File: src/rtl/cdc_xfer_pkg.sv
// Shared types and constants for the cdc_xfer_arbiter source-side CDC request channel.
package cdc_xfer_pkg;

    typedef enum logic [1:0] {
        IDLE    = 2'd0,
        REQ     = 2'd1,
        RELEASE = 2'd2
    } xfer_state_e;

    localparam int unsigned SYNC_STAGES = 2;

endpackage

File: src/rtl/cdc_xfer_arbiter_if.sv
// Requester, destination-handshake and status signals of cdc_xfer_arbiter.
// master = the arbiter itself; slave = the surrounding requesters/destination.
interface cdc_xfer_arbiter_if #(
    parameter int unsigned NUM_REQ    = 4,
    parameter int unsigned DATA_WIDTH = 32
);
    localparam int unsigned SRC_W = $clog2(NUM_REQ);

    logic [NUM_REQ-1:0]            req_valid;
    logic [NUM_REQ*DATA_WIDTH-1:0] req_data;
    logic [NUM_REQ-1:0]            req_ready;
    logic                          xfer_req;
    logic [DATA_WIDTH-1:0]         xfer_data;
    logic [SRC_W-1:0]              xfer_src;
    logic                          xfer_ack;
    logic                          busy;
    logic                          err_clr;
    logic                          timeout_err;

    modport master (
        input  req_valid, req_data, xfer_ack, err_clr,
        output req_ready, xfer_req, xfer_data, xfer_src, busy, timeout_err
    );

    modport slave (
        output req_valid, req_data, xfer_ack, err_clr,
        input  req_ready, xfer_req, xfer_data, xfer_src, busy, timeout_err
    );

endinterface

File: src/rtl/cdc_rr_arbiter.sv
// Combinational round-robin arbiter: first valid at or above ptr_i, wrapping to 0.
module cdc_rr_arbiter #(
    parameter  int unsigned NUM_REQ = 4,
    localparam int unsigned IDX_W   = $clog2(NUM_REQ)
) (
    input  logic [NUM_REQ-1:0] valid_i,
    input  logic [IDX_W-1:0]   ptr_i,
    output logic [NUM_REQ-1:0] grant_o,
    output logic [IDX_W-1:0]   idx_o,
    output logic               any_o
);

    always_comb begin
        int unsigned     jw;
        logic [IDX_W-1:0] j;
        grant_o = '0;
        idx_o   = '0;
        any_o   = 1'b0;
        jw      = 0;
        j       = '0;
        for (int unsigned k = 0; k < NUM_REQ; k++) begin
            jw = int'(ptr_i) + k;
            if (jw >= NUM_REQ) begin
                jw = jw - NUM_REQ;
            end
            j = IDX_W'(jw);
            if (!any_o && valid_i[j]) begin
                any_o      = 1'b1;
                grant_o[j] = 1'b1;
                idx_o      = j;
            end
        end
    end

endmodule

File: src/rtl/cdc_xfer_arbiter.sv
// Round-robin arbiter in front of a single 4-phase req/ack CDC channel.
// Optional handshake timeout: define CDC_XFER_TIMEOUT_EN.
module cdc_xfer_arbiter
    import cdc_xfer_pkg::*;
#(
    parameter int unsigned NUM_REQ        = 4,
    parameter int unsigned DATA_WIDTH     = 32,
    parameter int unsigned TIMEOUT_CYCLES = 1024
) (
    input  logic                clk,
    input  logic                rst,
    cdc_xfer_arbiter_if.master  bus
);

    localparam int unsigned IDX_W = $clog2(NUM_REQ);

    xfer_state_e             state_q, state_d;
    logic [SYNC_STAGES-1:0]  ack_sync_q;
    logic                    ack_s;
    logic                    xfer_req_q, xfer_req_d;
    logic [DATA_WIDTH-1:0]   data_q, data_d, data_sel;
    logic [IDX_W-1:0]        src_q, src_d;
    logic [IDX_W-1:0]        ptr_q, ptr_d;
    logic [NUM_REQ-1:0]      grant;
    logic [IDX_W-1:0]        gidx;
    logic                    gany;
    logic [NUM_REQ-1:0]      ready;

    assign ack_s = ack_sync_q[SYNC_STAGES-1];

    cdc_rr_arbiter #(.NUM_REQ(NUM_REQ)) u_arb (
        .valid_i (bus.req_valid),
        .ptr_i   (ptr_q),
        .grant_o (grant),
        .idx_o   (gidx),
        .any_o   (gany)
    );

    always_comb begin
        data_sel = '0;
        for (int unsigned i = 0; i < NUM_REQ; i++) begin
            if (IDX_W'(i) == gidx) begin
                data_sel = bus.req_data[i*DATA_WIDTH +: DATA_WIDTH];
            end
        end
    end

`ifdef CDC_XFER_TIMEOUT_EN
    localparam int unsigned CNT_W = $clog2(TIMEOUT_CYCLES);
    logic [CNT_W-1:0] cnt_q, cnt_d;
    logic             tmo_hit, tmo_set;
    logic             err_q, err_d;

    assign tmo_hit = (cnt_q == CNT_W'(TIMEOUT_CYCLES - 1));
`endif

    always_comb begin
        state_d    = state_q;
        xfer_req_d = xfer_req_q;
        data_d     = data_q;
        src_d      = src_q;
        ptr_d      = ptr_q;
        ready      = '0;
`ifdef CDC_XFER_TIMEOUT_EN
        tmo_set    = 1'b0;
`endif
        case (state_q)
            IDLE: begin
                // A still-high synchronized ack belongs to an earlier handshake; hold off.
                if (!ack_s && gany) begin
                    ready      = grant;
                    data_d     = data_sel;
                    src_d      = gidx;
                    xfer_req_d = 1'b1;
                    state_d    = REQ;
                    ptr_d      = (gidx == IDX_W'(NUM_REQ - 1)) ? '0 : gidx + 1'b1;
                end
            end
            REQ: begin
                if (ack_s) begin
                    xfer_req_d = 1'b0;
                    state_d    = RELEASE;
                end
`ifdef CDC_XFER_TIMEOUT_EN
                else if (tmo_hit) begin
                    tmo_set    = 1'b1;
                    xfer_req_d = 1'b0;
                    state_d    = RELEASE;
                end
`endif
            end
            RELEASE: begin
                if (!ack_s) begin
                    state_d = IDLE;
                end
`ifdef CDC_XFER_TIMEOUT_EN
                else if (tmo_hit) begin
                    tmo_set = 1'b1;
                    state_d = IDLE;
                end
`endif
            end
            default: begin
                xfer_req_d = 1'b0;
                state_d    = IDLE;
            end
        endcase
    end

`ifdef CDC_XFER_TIMEOUT_EN
    always_comb begin
        cnt_d = cnt_q + 1'b1;
        if (state_d != state_q || state_q == IDLE) begin
            cnt_d = '0;
        end
        // A new timeout outranks a coincident clear.
        err_d = err_q;
        if (tmo_set) begin
            err_d = 1'b1;
        end else if (bus.err_clr) begin
            err_d = 1'b0;
        end
    end

    always_ff @(posedge clk or posedge rst) begin
        if (rst) begin
            cnt_q <= '0;
            err_q <= 1'b0;
        end else begin
            cnt_q <= cnt_d;
            err_q <= err_d;
        end
    end

    assign bus.timeout_err = err_q;
`else
    assign bus.timeout_err = 1'b0;
`endif

    always_ff @(posedge clk or posedge rst) begin
        if (rst) begin
            state_q    <= IDLE;
            ack_sync_q <= '0;
            xfer_req_q <= 1'b0;
            data_q     <= '0;
            src_q      <= '0;
            ptr_q      <= '0;
        end else begin
            state_q    <= state_d;
            ack_sync_q <= {ack_sync_q[SYNC_STAGES-2:0], bus.xfer_ack};
            xfer_req_q <= xfer_req_d;
            data_q     <= data_d;
            src_q      <= src_d;
            ptr_q      <= ptr_d;
        end
    end

    assign bus.req_ready = ready;
    assign bus.xfer_req  = xfer_req_q;
    assign bus.xfer_data = data_q;
    assign bus.xfer_src  = src_q;
    assign bus.busy      = (state_q != IDLE);

endmodule

File: src/flat_wrapper.sv
// flat-port wrapper written by rule: the top's interface ports become plain ports
module cdc_xfer_arbiter_flat import cdc_xfer_pkg::*;
#(
    parameter int unsigned NUM_REQ        = 4,
    parameter int unsigned DATA_WIDTH     = 32,
    parameter int unsigned TIMEOUT_CYCLES = 1024
)
  (clk, rst, bus_req_valid, bus_req_data, bus_xfer_ack, bus_err_clr, bus_req_ready, bus_xfer_req, bus_xfer_data, bus_xfer_src, bus_busy, bus_timeout_err);
  cdc_xfer_arbiter_if #(.NUM_REQ(NUM_REQ), .DATA_WIDTH(DATA_WIDTH)) bus_i ();
  input  logic clk;
  input  logic rst;
  input wire logic [$bits(bus_i.req_valid)-1:0] bus_req_valid;
  input wire logic [$bits(bus_i.req_data)-1:0] bus_req_data;
  input wire logic [$bits(bus_i.xfer_ack)-1:0] bus_xfer_ack;
  input wire logic [$bits(bus_i.err_clr)-1:0] bus_err_clr;
  output wire logic [$bits(bus_i.req_ready)-1:0] bus_req_ready;
  output wire logic [$bits(bus_i.xfer_req)-1:0] bus_xfer_req;
  output wire logic [$bits(bus_i.xfer_data)-1:0] bus_xfer_data;
  output wire logic [$bits(bus_i.xfer_src)-1:0] bus_xfer_src;
  output wire logic [$bits(bus_i.busy)-1:0] bus_busy;
  output wire logic [$bits(bus_i.timeout_err)-1:0] bus_timeout_err;
  assign bus_i.req_valid = bus_req_valid;
  assign bus_i.req_data = bus_req_data;
  assign bus_i.xfer_ack = bus_xfer_ack;
  assign bus_i.err_clr = bus_err_clr;
  assign bus_req_ready = bus_i.req_ready;
  assign bus_xfer_req = bus_i.xfer_req;
  assign bus_xfer_data = bus_i.xfer_data;
  assign bus_xfer_src = bus_i.xfer_src;
  assign bus_busy = bus_i.busy;
  assign bus_timeout_err = bus_i.timeout_err;
  cdc_xfer_arbiter #(.NUM_REQ(NUM_REQ), .DATA_WIDTH(DATA_WIDTH), .TIMEOUT_CYCLES(TIMEOUT_CYCLES)) u_core (.clk(clk), .rst(rst), .bus(bus_i));
endmodule
File: config.mk
export PLATFORM = sky130hd
export DESIGN_NAME = cdc_xfer_arbiter_flat
export DESIGN_NICKNAME = d
export VERILOG_FILES = /design/src/rtl/cdc_xfer_pkg.sv /design/src/rtl/cdc_xfer_arbiter_if.sv /design/src/rtl/cdc_rr_arbiter.sv /design/src/rtl/cdc_xfer_arbiter.sv /design/src/flat_wrapper.sv
export SDC_FILE = /design/constraint.sdc
export NUM_CORES = 1
export LEC_CHECK = 0
export ABC_AREA = 1
export CAP_MARGIN = 20
export CORE_MARGIN = 2
export CORE_UTILIZATION = 39
export CTS_CLUSTER_DIAMETER = 50
export CTS_CLUSTER_SIZE = 12
export DETAILED_ROUTE_END_ITERATION = 10
export PLACE_DENSITY = 0.81
export SYNTH_ARGS = -nofsm -noshare
export SYNTH_HDL_FRONTEND = slang
export SYNTH_SLANG_ARGS = --single-unit
File: constraint.sdc
create_clock -name clk -period 4.05 [get_ports clk]
set_clock_uncertainty 0.2 [all_clocks]
set_input_delay 0.405 -clock clk [delete_from_list [all_inputs] [get_ports clk]]
set_output_delay 0.405 -clock clk [all_outputs]
set_load 0.1 [all_outputs]
* After elaboration in Yosys (flattened, before gate mapping)
Index checks and enable logic that the tools add are counted.
Word-level totals: flip-flop bits (word level) 41, bits of input ports 136, output and inout bits 41
Operators by class: add/subtract/negate cells 8, $lt $le $gt $ge 12, equality and inequality tests 9, muxes and demuxes 46, bitwise logic cells 4, reduce and logical (&&, ||, !) cells 18
Operators by type and width (number):
- two-way mux 32 bit | 4
- two-way mux 2 bit | 12
- two-way mux 4 bit | 6
- two-way mux 1 bit | 14
- less-than comparator 2 x 3 -> 1 bit (second input constant) | 4
- OR 4 bit | 3
- >= comparator 3 bit (second input constant) | 3
- binary-select mux 1 bit (select 2 bit) | 4
- demux 1 bit (select 2 bit) | 4
- >= comparator 2 x 1 -> 1 bit (second input constant) | 4
- logical AND 1 bit | 8
- subtractor 2 x 1 -> 2 bit (second input constant) | 4
- adder 2 x 2 -> 3 bit (second input constant) | 2
- case mux 2 bit (3 select lines) | 1
- AND reduction 3 bit | 2
- == test 2 bit (first input constant) | 2
- == test 2 bit (second input constant) | 2
- zero test 1 bit | 4
- zero test 2 bit | 2
- != test 2 x 1 -> 1 bit (second input constant) | 2
- adder 2 x 1 -> 3 bit (second input constant) | 1
- >= comparator 2 x 3 -> 1 bit (second input constant) | 1
- case mux 1 bit (3 select lines) | 1
- adder 2 x 1 -> 2 bit (second input constant) | 1
- other kinds (6) | 6

* Depth between registers and ports, before layout
Gate-level depths: netlist (run 1).
depth after elaboration 19, depth in mapped cells 21, mapped depth without buffers 19

* Cells and area by module
Synthesis (run 1) repeated with hierarchy kept, for this count alone.
Unflattened totals: cell total of the unflattened synthesis 540, area, all modules 3365.7 µm²
By module, submodules not included:
- cdc_xfer_arbiter | instances 1, cells each 466, area an instance 2925.3 µm², seq. area each 1026.0 µm²
- cdc_rr_arbiter | instances 1, cells each 74, area an instance 440.4 µm², seq. area each 0.0 µm²

* Least setup slack after synthesis (run 1)
OpenSTA, ideal clock, no wires.
path kind register to register, from register u_core.ptr_q[1], to register u_core.data_q[24] (netlist: u_core.bus.xfer_data[24]), data arrival time 2.890 ns, required time 3.782 ns, path slack 0.892 ns, cell stages (with the launch flop) 21, buffers on the path 2, cells stage by stage dfrtp_1 -> inv_1 -> ha_1 -> inv_1 -> nand3_1 -> nand2_2 -> inv_1 -> nor2_4 -> nand4_1 -> nand2_1 -> inv_1 -> ha_1 -> clkbuf_1 -> nor2_1 -> buf_2 -> nand2_1 -> nand2_1 -> o21ai_0 -> o21ai_0 -> nand2_1 -> nand2_1
On the way: longest elaborated chain between the ends 19, elaborated cells on any way between the ends 47, classes of those cells 7 x add/sub; 4 x order compare; 3 x eq/ne; 24 x mux; 9 x reduce/logical
RTL lines:
- start: declaration | line cdc_xfer_arbiter.sv:23 | logic [IDX_W-1:0] ptr_q, ptr_d;
- start signal: assignment | line cdc_xfer_arbiter.sv:154 | ptr_q <= ptr_d;
- branches (longest 13 deep; another with adder 2 x 1 -> 3 bit)
- two-way mux 2 bit (*) | line cdc_rr_arbiter.sv:27 | if (!any_o && valid_i[j]) begin
- via u_core.gidx[1] | line cdc_xfer_arbiter.sv:25 | logic [IDX_W-1:0] gidx;
- zero test 2 bit | line cdc_xfer_arbiter.sv:42 | if (IDX_W'(i) == gidx) begin
- two-way mux 32 bit (3 in series) | line cdc_xfer_arbiter.sv:42
- two-way mux 32 bit (*) | line cdc_xfer_arbiter.sv:42
- end signal: assignment | line cdc_xfer_arbiter.sv:152 | data_q <= data_d;
- end: declaration | line cdc_xfer_arbiter.sv:21 | logic [DATA_WIDTH-1:0] data_q, data_d, data_sel;
Mark *: on every way through the listed nets, which the timed path passes. The select of a mux whose other input is x is not followed. A chain may end at the register's enable or synchronous reset.

* Worst setup path after layout (run 1)
from register u_core.ptr_q[1], to register u_core.data_q[30] (netlist: u_core.bus.xfer_data[30])
The elaborated chain is that of the path after synthesis.

==> results of run 1 <==
## placed cells by master (no fill, tap or decap), drive strengths merged
cell type	instances
conb	1
nor2	7
dfrtp	41
inv	22
o21ai	67
o2bb2ai	1
nand3	16
nand2	239
ha	12
bufinv	1
clkbuf	7
a21oi	34
clkdlybuf4s50	170
a21boi	4
nor3	1
nand4	8
buf	14
## how the worst min path moves through the flow
stage | from | to | slack [ns] | depth (start not counted)
4_1_cts | u_core.ack_sync_q[0] | u_core.ack_sync_q[1] | 0.15 | 0
3_3_place_gp | u_core.ack_sync_q[0] | u_core.ack_sync_q[1] | 0.14 | 0
2_1_floorplan | u_core.ack_sync_q[0] | u_core.ack_sync_q[1] | 0.13 | 0
5_1_grt | u_core.ack_sync_q[0] | u_core.ack_sync_q[1] | 0.17 | 0
6_report | u_core.ack_sync_q[0] | u_core.ack_sync_q[1] | 0.15 | 0
3_5_place_dp | u_core.ack_sync_q[0] | u_core.ack_sync_q[1] | 0.13 | 0
## logic make-up (layout without fill, tap and decap cells)
group,count (synthesis),in the layout,synth area share
compound gates,106,106,0.171
fa+ha+maj,12,12,0.0471
simple gates,271,271,0.370
other cells,1,1,0.00118
flops,41,41,0.322
buf+inv,53,214,0.0887
## layer usage
metal	up-vias	routed length, um	GRT usage
li1	1876	-	-
met1	1659	4090	0.248
met2	160	5420	0.455
met3	20	968	0.0630
met4	0	238	0.0700
met5	-	0	0
## area by class of cell
| type | count | area share |
|---|---|---|
| clock buffers | 7 | 0.0169 |
| clock inverters | 1 | 0.00589 |
| inverters | 22 | 0.0172 |
| multi-input cells | 390 | 0.369 |
| flip-flops and latches | 41 | 0.202 |
| well taps | 102 | 0.0250 |
| repair buffers | 184 | 0.364 |
## stage by stage
stage | utilization | hold WS [ns] | setup slack [ns]
2_1_floorplan | - | 0.131 | 0.892
3_3_place_gp | 0.638 | 0.135 | 0.595
3_5_place_dp | 0.638 | 0.135 | 0.406
4_1_cts | 0.653 | 0.152 | 0.372
5_1_grt | 0.653 | 0.167 | 0.0598
6_report | 0.653 | 0.152 | 0.417
## flip-flops by register name (all words and copies together), names as in the netlist
signal,cells
u_core.bus.xfer_data,32
u_core.bus.xfer_req,1
u_core.ptr_q,2
u_core.ack_sync_q,2
u_core.state_q,2
u_core.bus.xfer_src,2
## worst register-to-register path, cell delays in order, from the launching register on
cell and delay [ns]:
dfrtp_2 0.49, inv_1 0.28, ha_1 0.35, inv_1 0.14
nand3_1 0.12, nand2_2 0.17, inv_1 0.10, nor2_4 0.20
nand4_1 0.12, nand2_1 0.18, inv_1 0.10, ha_1 0.22
nor2_2 0.12, buf_4 0.19, nand2_1 0.07, nand2_1 0.05
o21ai_0 0.06, o21ai_0 0.23, nand2_1 0.10, nand2_1 0.08
==> results.yml, run 1 <==
worst_setup_path:
  crit_path_max_incr_delay_ns: 0.49
  cp-endpoint: "u_core.bus.xfer_data[30]"
  cp_common_cell: "nand2_1"
  critical_path_buf_inv_count: 5
  cp-start-kind: "flop"
  crit_family: "simple AND/OR/NAND/NOR gates"
  cp.arrival_ns: 3.66
  path_class: "reg2reg"
  regToRegSetupSlack_ns: 0.42
  end_kind: "flop"
  startpoint: "u_core.ptr_q[1]"
  r2r.worst_path.cells: 19
  path_cells: "inv_1, ha_1, inv_1, nand3_1, nand2_2, inv_1, nor2_4, nand4_1, nand2_1, inv_1, ha_1, nor2_2, buf_4, nand2_1, nand2_1, o21ai_0, o21ai_0, nand2_1, nand2_1"
  path_depth: 19
  cp.required_ns: 4.07
  cp_max_fo: 11
  r2r_start: "u_core.ptr_q[1]"
  timing.rr.end: "u_core.bus.xfer_data[30]"
  cp_slowest_cell: "dfrtp_2"
die:
  chipWidth_um: 94.4
  fp-row-count: 32
  start_util: 0.408
  fp.dieH_um: 94.4
  dieArea_sq_mm: 0.00891
  core_sq_mm: 0.00781
  pin_count: 177
clock_tree:
  cts_setup_buffers: 0
  cts_root_buffer: "clkbuf_8"
  cts-resized-gates: 0
  clk_latency_ns: 0.29
  cts_buffers: 5
  cts_tree: "built"
  clock_sinks: 41
  clk_pin_slew_ns: 0.07
  ctsHoldBuffers: 0
  ctsHtreeMaxLevel: 2
  clockBufferDepth: 2
finish:
  drive_gt1_frac: 0.0961
  syn_to_final_growth_pct: 60.0
  register_area_sq_mm: 0.00103
  nets: 792
  num_antenna_cells: 0
  multi_input_area_sq_mm: 0.00188
  fin_cells: 747
  fin_area_sq_mm: 0.00510
  fillers: 687
placement:
  gp_congestion: 0.908
  hpwl_um: 8050
  dpl.cell_count: 739
  portBuffers: 174
  placed_area_sq_mm: 0.00498
route:
  first_iter_violations: 206
  avgViaCountPerCell: 4.97
  drc: 0
  ant_nets: 0
  first_pass_iters: 5
  dr_total_vias: 3715
  routed_wirelength_um: 10700
  drt-wirelength-per-cell_um: 14.3
logic_synthesis:
  syn-num-nets: 632
  synth_cell_types: 27
  synth_edf_count: 0
  syn-cell-area_sq_mm: 0.00319
  ys_ff_latch: 41
  synthMostInstantiatedCell: "nand2_1"
  synth_top_area_frac: 0.322
  synth.area.top_cells: "dfrtp_1 32%, nand2_1 25%, o21ai_0 7.1%, a21oi_1 5.3%, nand2_2 4.9%"
  ys_warn_count: 0
  synth_commonest_cells: "210 x nand2_1, 45 x o21ai_0, 41 x dfrtp_1, 34 x a21oi_1, 25 x nand2_2"
  synthCells: 484
  synth_top_cell_by_area: "dfrtp_1"
  async_reset_ff_frac: 1.00
  synthFlopType: "dfrtp_1"
  ys_seq_area_frac: 0.322
  avgSynthCellArea_sq_um: 6.59
timing:
  clock.fmax_mhz: 275
  rsz0062_at_grt: "no"
  finalHoldViolations: 0
  worst_slew_pin_slew_ns: 1.02
  post-route-period-util: 0.897
  period_minus_slack_ns: 3.63
  drv_slew: 0
  relSlewSlack: 0.315
  setup_tns_ns: 0
  setup_viol: 0
min_path:
  hold_path_class: "reg2reg"
run_status:
  status: "finished clean"
grt:
  grt_pass1_wl_um: 16500
  antenna_found_initial: 0
  grt_max_degree: 42
  track_usage: 0.236
  overflow: 0
  grt_pass1_vias: 3691
run:
  cap_violations: 0
Power of run 1 is not shown: default switching activity piles up to over one toggle a cycle in this logic, so the estimate is an artifact.
==> run 2, diff against run 1 <==
CELL_PAD_IN_SITES_DETAIL_PLACEMENT = 1   (was not set)
CELL_PAD_IN_SITES_GLOBAL_PLACEMENT = 1   (was not set)
CORE_UTILIZATION = 26   (was 39)
HOLD_SLACK_MARGIN = 0.12   (was not set)
PLACE_DENSITY = 0.82   (was 0.81)
==> run 2 against run 1 <==
  * Core utilization decreased by 22 points
  * Register-to-register slack about the same
  * Via count decreased by 0.19%
  * Fmax decreased by 0.10%
  * First-iteration DRC count decreased by 54%
  * Final area increased by 2.6%
  * Critical path type unchanged
==> results.yml, run 2 (same netlist as run 1, synthesis figures left out) <==
run_status:
  status: "finished clean"
worst_setup_path:
  cp_common_cell: "nand2_1"
  path_class: "reg2reg"
  path_cells: "inv_1, ha_1, inv_1, nand3_1, nand2_2, inv_1, nor2_4, nand4_1, nand2_1, inv_1, ha_1, nor2_2, buf_12, nand2_1, nand2_1, o21ai_0, o21ai_0, nand2_1, nand2_1"
  startpoint: "u_core.ptr_q[1]"
  path_depth: 19
  crit_path_max_incr_delay_ns: 0.53
  cp.required_ns: 4.07
  end_kind: "flop"
  timing.rr.end: "u_core.bus.xfer_data[19]"
  regToRegSetupSlack_ns: 0.41
  critical_path_buf_inv_count: 5
  cp-endpoint: "u_core.bus.xfer_data[19]"
  r2r.worst_path.cells: 19
  crit_family: "simple AND/OR/NAND/NOR gates"
  cp-start-kind: "flop"
  cp_max_fo: 32
  cp_slowest_cell: "dfrtp_1"
  r2r_start: "u_core.ptr_q[1]"
  cp.arrival_ns: 3.66
timing:
  period_minus_slack_ns: 3.64
  setup_tns_ns: 0
  setup_viol: 0
  finalHoldViolations: 0
  worst_slew_pin_slew_ns: 1.02
  clock.fmax_mhz: 275
  rsz0062_at_grt: "no"
  post-route-period-util: 0.898
  relSlewSlack: 0.317
  drv_slew: 0
  timing.final.ws_setup_ns: 0.414
run:
  cap_violations: 0
route:
  drt-wirelength-per-cell_um: 15.4
  ant_nets: 0
  first_iter_violations: 95
  routed_wirelength_um: 12200
  avgViaCountPerCell: 4.68
  drc: 0
  dr_total_vias: 3708
  first_pass_iters: 4
clock_tree:
  cts_buffers: 5
  clockBufferDepth: 2
  cts-resized-gates: 0
  clk_pin_slew_ns: 0.06
  cts_tree: "built"
  ctsHoldBuffers: 0
  clk_latency_ns: 0.28
  ctsHtreeMaxLevel: 2
  cts_setup_buffers: 0
  cts_root_buffer: "clkbuf_16"
  clock_sinks: 41
die:
  fp-row-count: 40
  chipWidth_um: 115
  core_sq_mm: 0.0120
  start_util: 0.265
  dieArea_sq_mm: 0.0132
  fp.dieH_um: 115
  pin_count: 177
finish:
  syn_to_final_growth_pct: 64.2
  nets: 792
  num_antenna_cells: 0
  most-common-layout-cells: "210 x nand2_1, 170 x clkdlybuf4s50_1, 45 x o21ai_0"
  final_util: 0.436
  drive_gt1_frac: 0.0930
  largest_reg_flops: 32
  final_common_cell: "nand2_1"
grt:
  grt_max_degree: 42
  overflow: 0
  antenna_found_initial: 0
  track_usage: 0.185
  grt_pass1_vias: 4009
  grt_pass1_wl_um: 19600
placement:
  gp_congestion: 0.843
  portBuffers: 174
  dp_slack_ns: 0.386
  hpwl_um: 9330
min_path:
  hold_path_class: "reg2reg"
## run 2: cell counts in the layout (fill, tap and decap cells not counted)
Identical to the previous run, type by type.
## run 2: layout make-up
type	instances	area, sq um
clock buffer	7	143
clock inverter	1	30.0
fill	1496	6780
inverter	22	87.6
multi-input combinational	390	1880
sequential	41	1030
tap	147	184
timing repair buffer	184	1880
## run 2: worst min path at each step
| stage | slack, ns | start | endpoint | depth (start not counted) |
|---|---|---|---|---|
| 6_report | 0.16 | u_core.ack_sync_q[0] | u_core.ack_sync_q[1] | 0 |
| 5_1_grt | 0.17 | u_core.ack_sync_q[0] | u_core.ack_sync_q[1] | 0 |
| 4_1_cts | 0.16 | u_core.ack_sync_q[0] | u_core.ack_sync_q[1] | 0 |
| 3_5_place_dp | 0.15 | u_core.ack_sync_q[0] | u_core.ack_sync_q[1] | 0 |
| 3_3_place_gp | 0.14 | u_core.ack_sync_q[0] | u_core.ack_sync_q[1] | 0 |
| 2_1_floorplan | 0.13 | u_core.ack_sync_q[0] | u_core.ack_sync_q[1] | 0 |
## run 2: worst reg2reg max path, stage by stage (launching register included)
cell     delay, ns
dfrtp_1       0.53
inv_1         0.25
ha_1          0.40
inv_1         0.14
nand3_1       0.11
nand2_2       0.16
inv_1         0.09
nor2_4        0.19
nand4_1       0.11
nand2_1       0.16
inv_1         0.09
ha_1          0.22
nor2_2        0.16
buf_12        0.22
nand2_1       0.10
nand2_1       0.07
o21ai_0       0.09
o21ai_0       0.16
nand2_1       0.07
nand2_1       0.06
## run 2: metrics by stage
stage / hold WS [ns] / cell area, sq um / cells
6_report: 0.162 / 5240 / 792
5_1_grt: 0.173 / 5240 / 792
4_1_cts: 0.161 / 5240 / 792
3_5_place_dp: 0.154 / 5060 / 784
3_3_place_gp: 0.138 / 5060 / 784
2_1_floorplan: 0.131 / 3190 / 484
## run 2: per-layer routing
metal	wire, um	up-vias	GRT usage
met5	0	-	0
met4	72	0	0.0321
met3	660	4	0.0422
met2	6320	94	0.346
met1	5150	1747	0.219
li1	-	1863	-
Power of run 2 is left out for the same reason.
==> run 3, diff against run 2 <==
--- a/config.mk
+++ b/config.mk
@@ -17,4 +17,5 @@
 export HOLD_SLACK_MARGIN = 0.12
 export PLACE_DENSITY = 0.82
+export SLEW_MARGIN = 25
 export SYNTH_ARGS = -nofsm -noshare
 export SYNTH_HDL_FRONTEND = slang
==> constraint.sdc (replaced) <==
create_clock -name clk -period 4.05 [get_ports clk]
set_clock_uncertainty 0.2 [all_clocks]
set_input_delay 0.6075 -clock clk [delete_from_list [all_inputs] [get_ports clk]]
set_output_delay 0.6075 -clock clk [all_outputs]
set_load 0.1 [all_outputs]
==> run 3 against run 2 <==
  * Register-to-register slack improved by 0.05 ns
  * Wire length increased by 1.2%
  * Sequential share of layout area about the same
  * Flip-flop and latch count unchanged
  * Highest routed layer unchanged
==> results.yml, run 3 (same netlist as run 1, synthesis figures left out) <==
run_status:
  status: "finished clean"
run:
  cap_violations: 0
worst_setup_path:
  end_kind: "flop"
  r2r.worst_path.cells: 19
  cp.required_ns: 4.08
  r2r_start: "u_core.ptr_q[1]"
  cp-start-kind: "flop"
  critical_path_buf_inv_count: 5
  cp_common_cell: "nand2_1"
  crit_family: "simple AND/OR/NAND/NOR gates"
  path_class: "reg2reg"
  regToRegSetupSlack_ns: 0.46
  timing.rr.end: "u_core.bus.xfer_data[31]"
  crit_path_max_incr_delay_ns: 0.48
  cp.arrival_ns: 3.62
  cp_max_fo: 17
  path_cells: "inv_1, ha_1, inv_1, nand3_1, nand2_2, inv_1, nor2_4, nand4_1, nand2_1, inv_1, ha_1, nor2_2, buf_4, nand2_1, nand2_1, o21ai_0, o21ai_1, nand2_1, nand2_1"
  cp_slowest_cell: "dfrtp_2"
die:
  dieArea_sq_mm: 0.0132
  fp-row-count: 40
  core_sq_mm: 0.0120
  pin_count: 177
  chipWidth_um: 115
  start_util: 0.265
  fp.dieH_um: 115
clock_tree:
  ctsHtreeMaxLevel: 2
  clk_pin_slew_ns: 0.07
  cts_buffers: 5
  cts_root_buffer: "clkbuf_16"
  ctsHoldBuffers: 0
  clk_latency_ns: 0.29
  clock_sinks: 41
  cts_tree: "built"
  clockBufferDepth: 2
placement:
  dpl.cell_count: 786
  gp_congestion: 0.837
  portBuffers: 174
  dp_slack_ns: 0.355
  hpwl_um: 9290
grt:
  grt_pass1_vias: 3941
  antenna_found_initial: 0
  grt_max_degree: 42
  track_usage: 0.185
  overflow: 0
  grt_pass1_wl_um: 19400
finish:
  drive_gt1_frac: 0.0989
  final_common_cell: "nand2_1"
  syn_to_final_growth_pct: 64.1
  fillers: 1503
  final_util: 0.436
  fin_cells: 794
  num_antenna_cells: 0
  most-common-layout-cells: "210 x nand2_1, 170 x clkdlybuf4s50_1, 45 x o21ai_0"
  largest_reg_flops: 32
  nets: 794
timing:
  setup_viol: 0
  drv_slew: 0
  relSlewSlack: 0.312
  finalHoldViolations: 0
  clock.fmax_mhz: 279
  period_minus_slack_ns: 3.59
  setup_tns_ns: 0
  worst_slew_pin_slew_ns: 1.03
  timing.final.ws_setup_ns: 0.460
  rsz0062_at_grt: "no"
  post-route-period-util: 0.886
route:
  first_iter_violations: 134
  routed_wirelength_um: 12300
  dr_total_vias: 3755
  ant_nets: 0
  drc: 0
  avgViaCountPerCell: 4.73
  drt-wirelength-per-cell_um: 15.6
  first_pass_iters: 4
min_path:
  min_to: "u_core.ack_sync_q[1]"
  hp-start: "u_core.ack_sync_q[0]"
  hold_path_class: "reg2reg"
  hold_depth: 0
[run 3: repair_timing]
action                                  in CTS  in global routing
buffers inserted                             0                  0
endpoints found under the setup margin       0                  2
resized for setup                            0                  1
[run 3: how the worst max path moves through the flow]
stage                                from                        to  cells past startpoint  slack, ns
final                     u_core.ptr_q[1]  u_core.bus.xfer_data[31]                     19       0.46
after global routing      u_core.ptr_q[1]  u_core.bus.xfer_data[31]                     19       0.04
after CTS                 u_core.ptr_q[1]  u_core.bus.xfer_data[23]                     19       0.32
after detailed placement  u_core.ptr_q[1]  u_core.bus.xfer_data[23]                     19       0.36
after global placement    u_core.ptr_q[1]  u_core.bus.xfer_data[23]                     19       0.51
after floorplan           u_core.ptr_q[1]  u_core.bus.xfer_data[24]                     20       0.89
[run 3: area by class of cell]
class,instances,area [sq um],share of cell area
flip-flops and latches,41,1030,0.196
clock inverters,2,37.5,0.00717
repair buffers,186,1870,0.358
clock buffers,6,139,0.0265
inverters,22,88.8,0.0170
multi-input cells,390,1880,0.360
well taps,147,184,0.0352
[run 3: worst register-to-register path: cells and delay by family (launching register included)]
family,cells,cell delay (ns)
adder cells (fa/ha/maj),2,0.57
buffers and inverters,5,0.82
AND/OR/NAND/NOR,10,1.18
AO/OA/AOI/OAI,2,0.27
flip-flops,1,0.48
[run 3: through the flow]
| stage | area, sq um | hold WS [ns] |
|---|---|---|
| floorplan | 3190 | 0.131 |
| global placement | 5050 | 0.139 |
| detailed placement | 5050 | 0.145 |
| CTS | 5230 | 0.158 |
| global route | 5230 | 0.164 |
| finish | 5230 | 0.159 |
[run 3: layer usage]
| layer | up-vias | GRT usage | wire length [um] |
|---|---|---|---|
| li1 | 1872 | - | - |
| met1 | 1762 | 0.222 | 5190 |
| met2 | 109 | 0.340 | 6350 |
| met3 | 12 | 0.0395 | 650 |
| met4 | 0 | 0.0402 | 153 |
| met5 | - | 0 | 0 |
Power of run 3 is left out for the same reason.
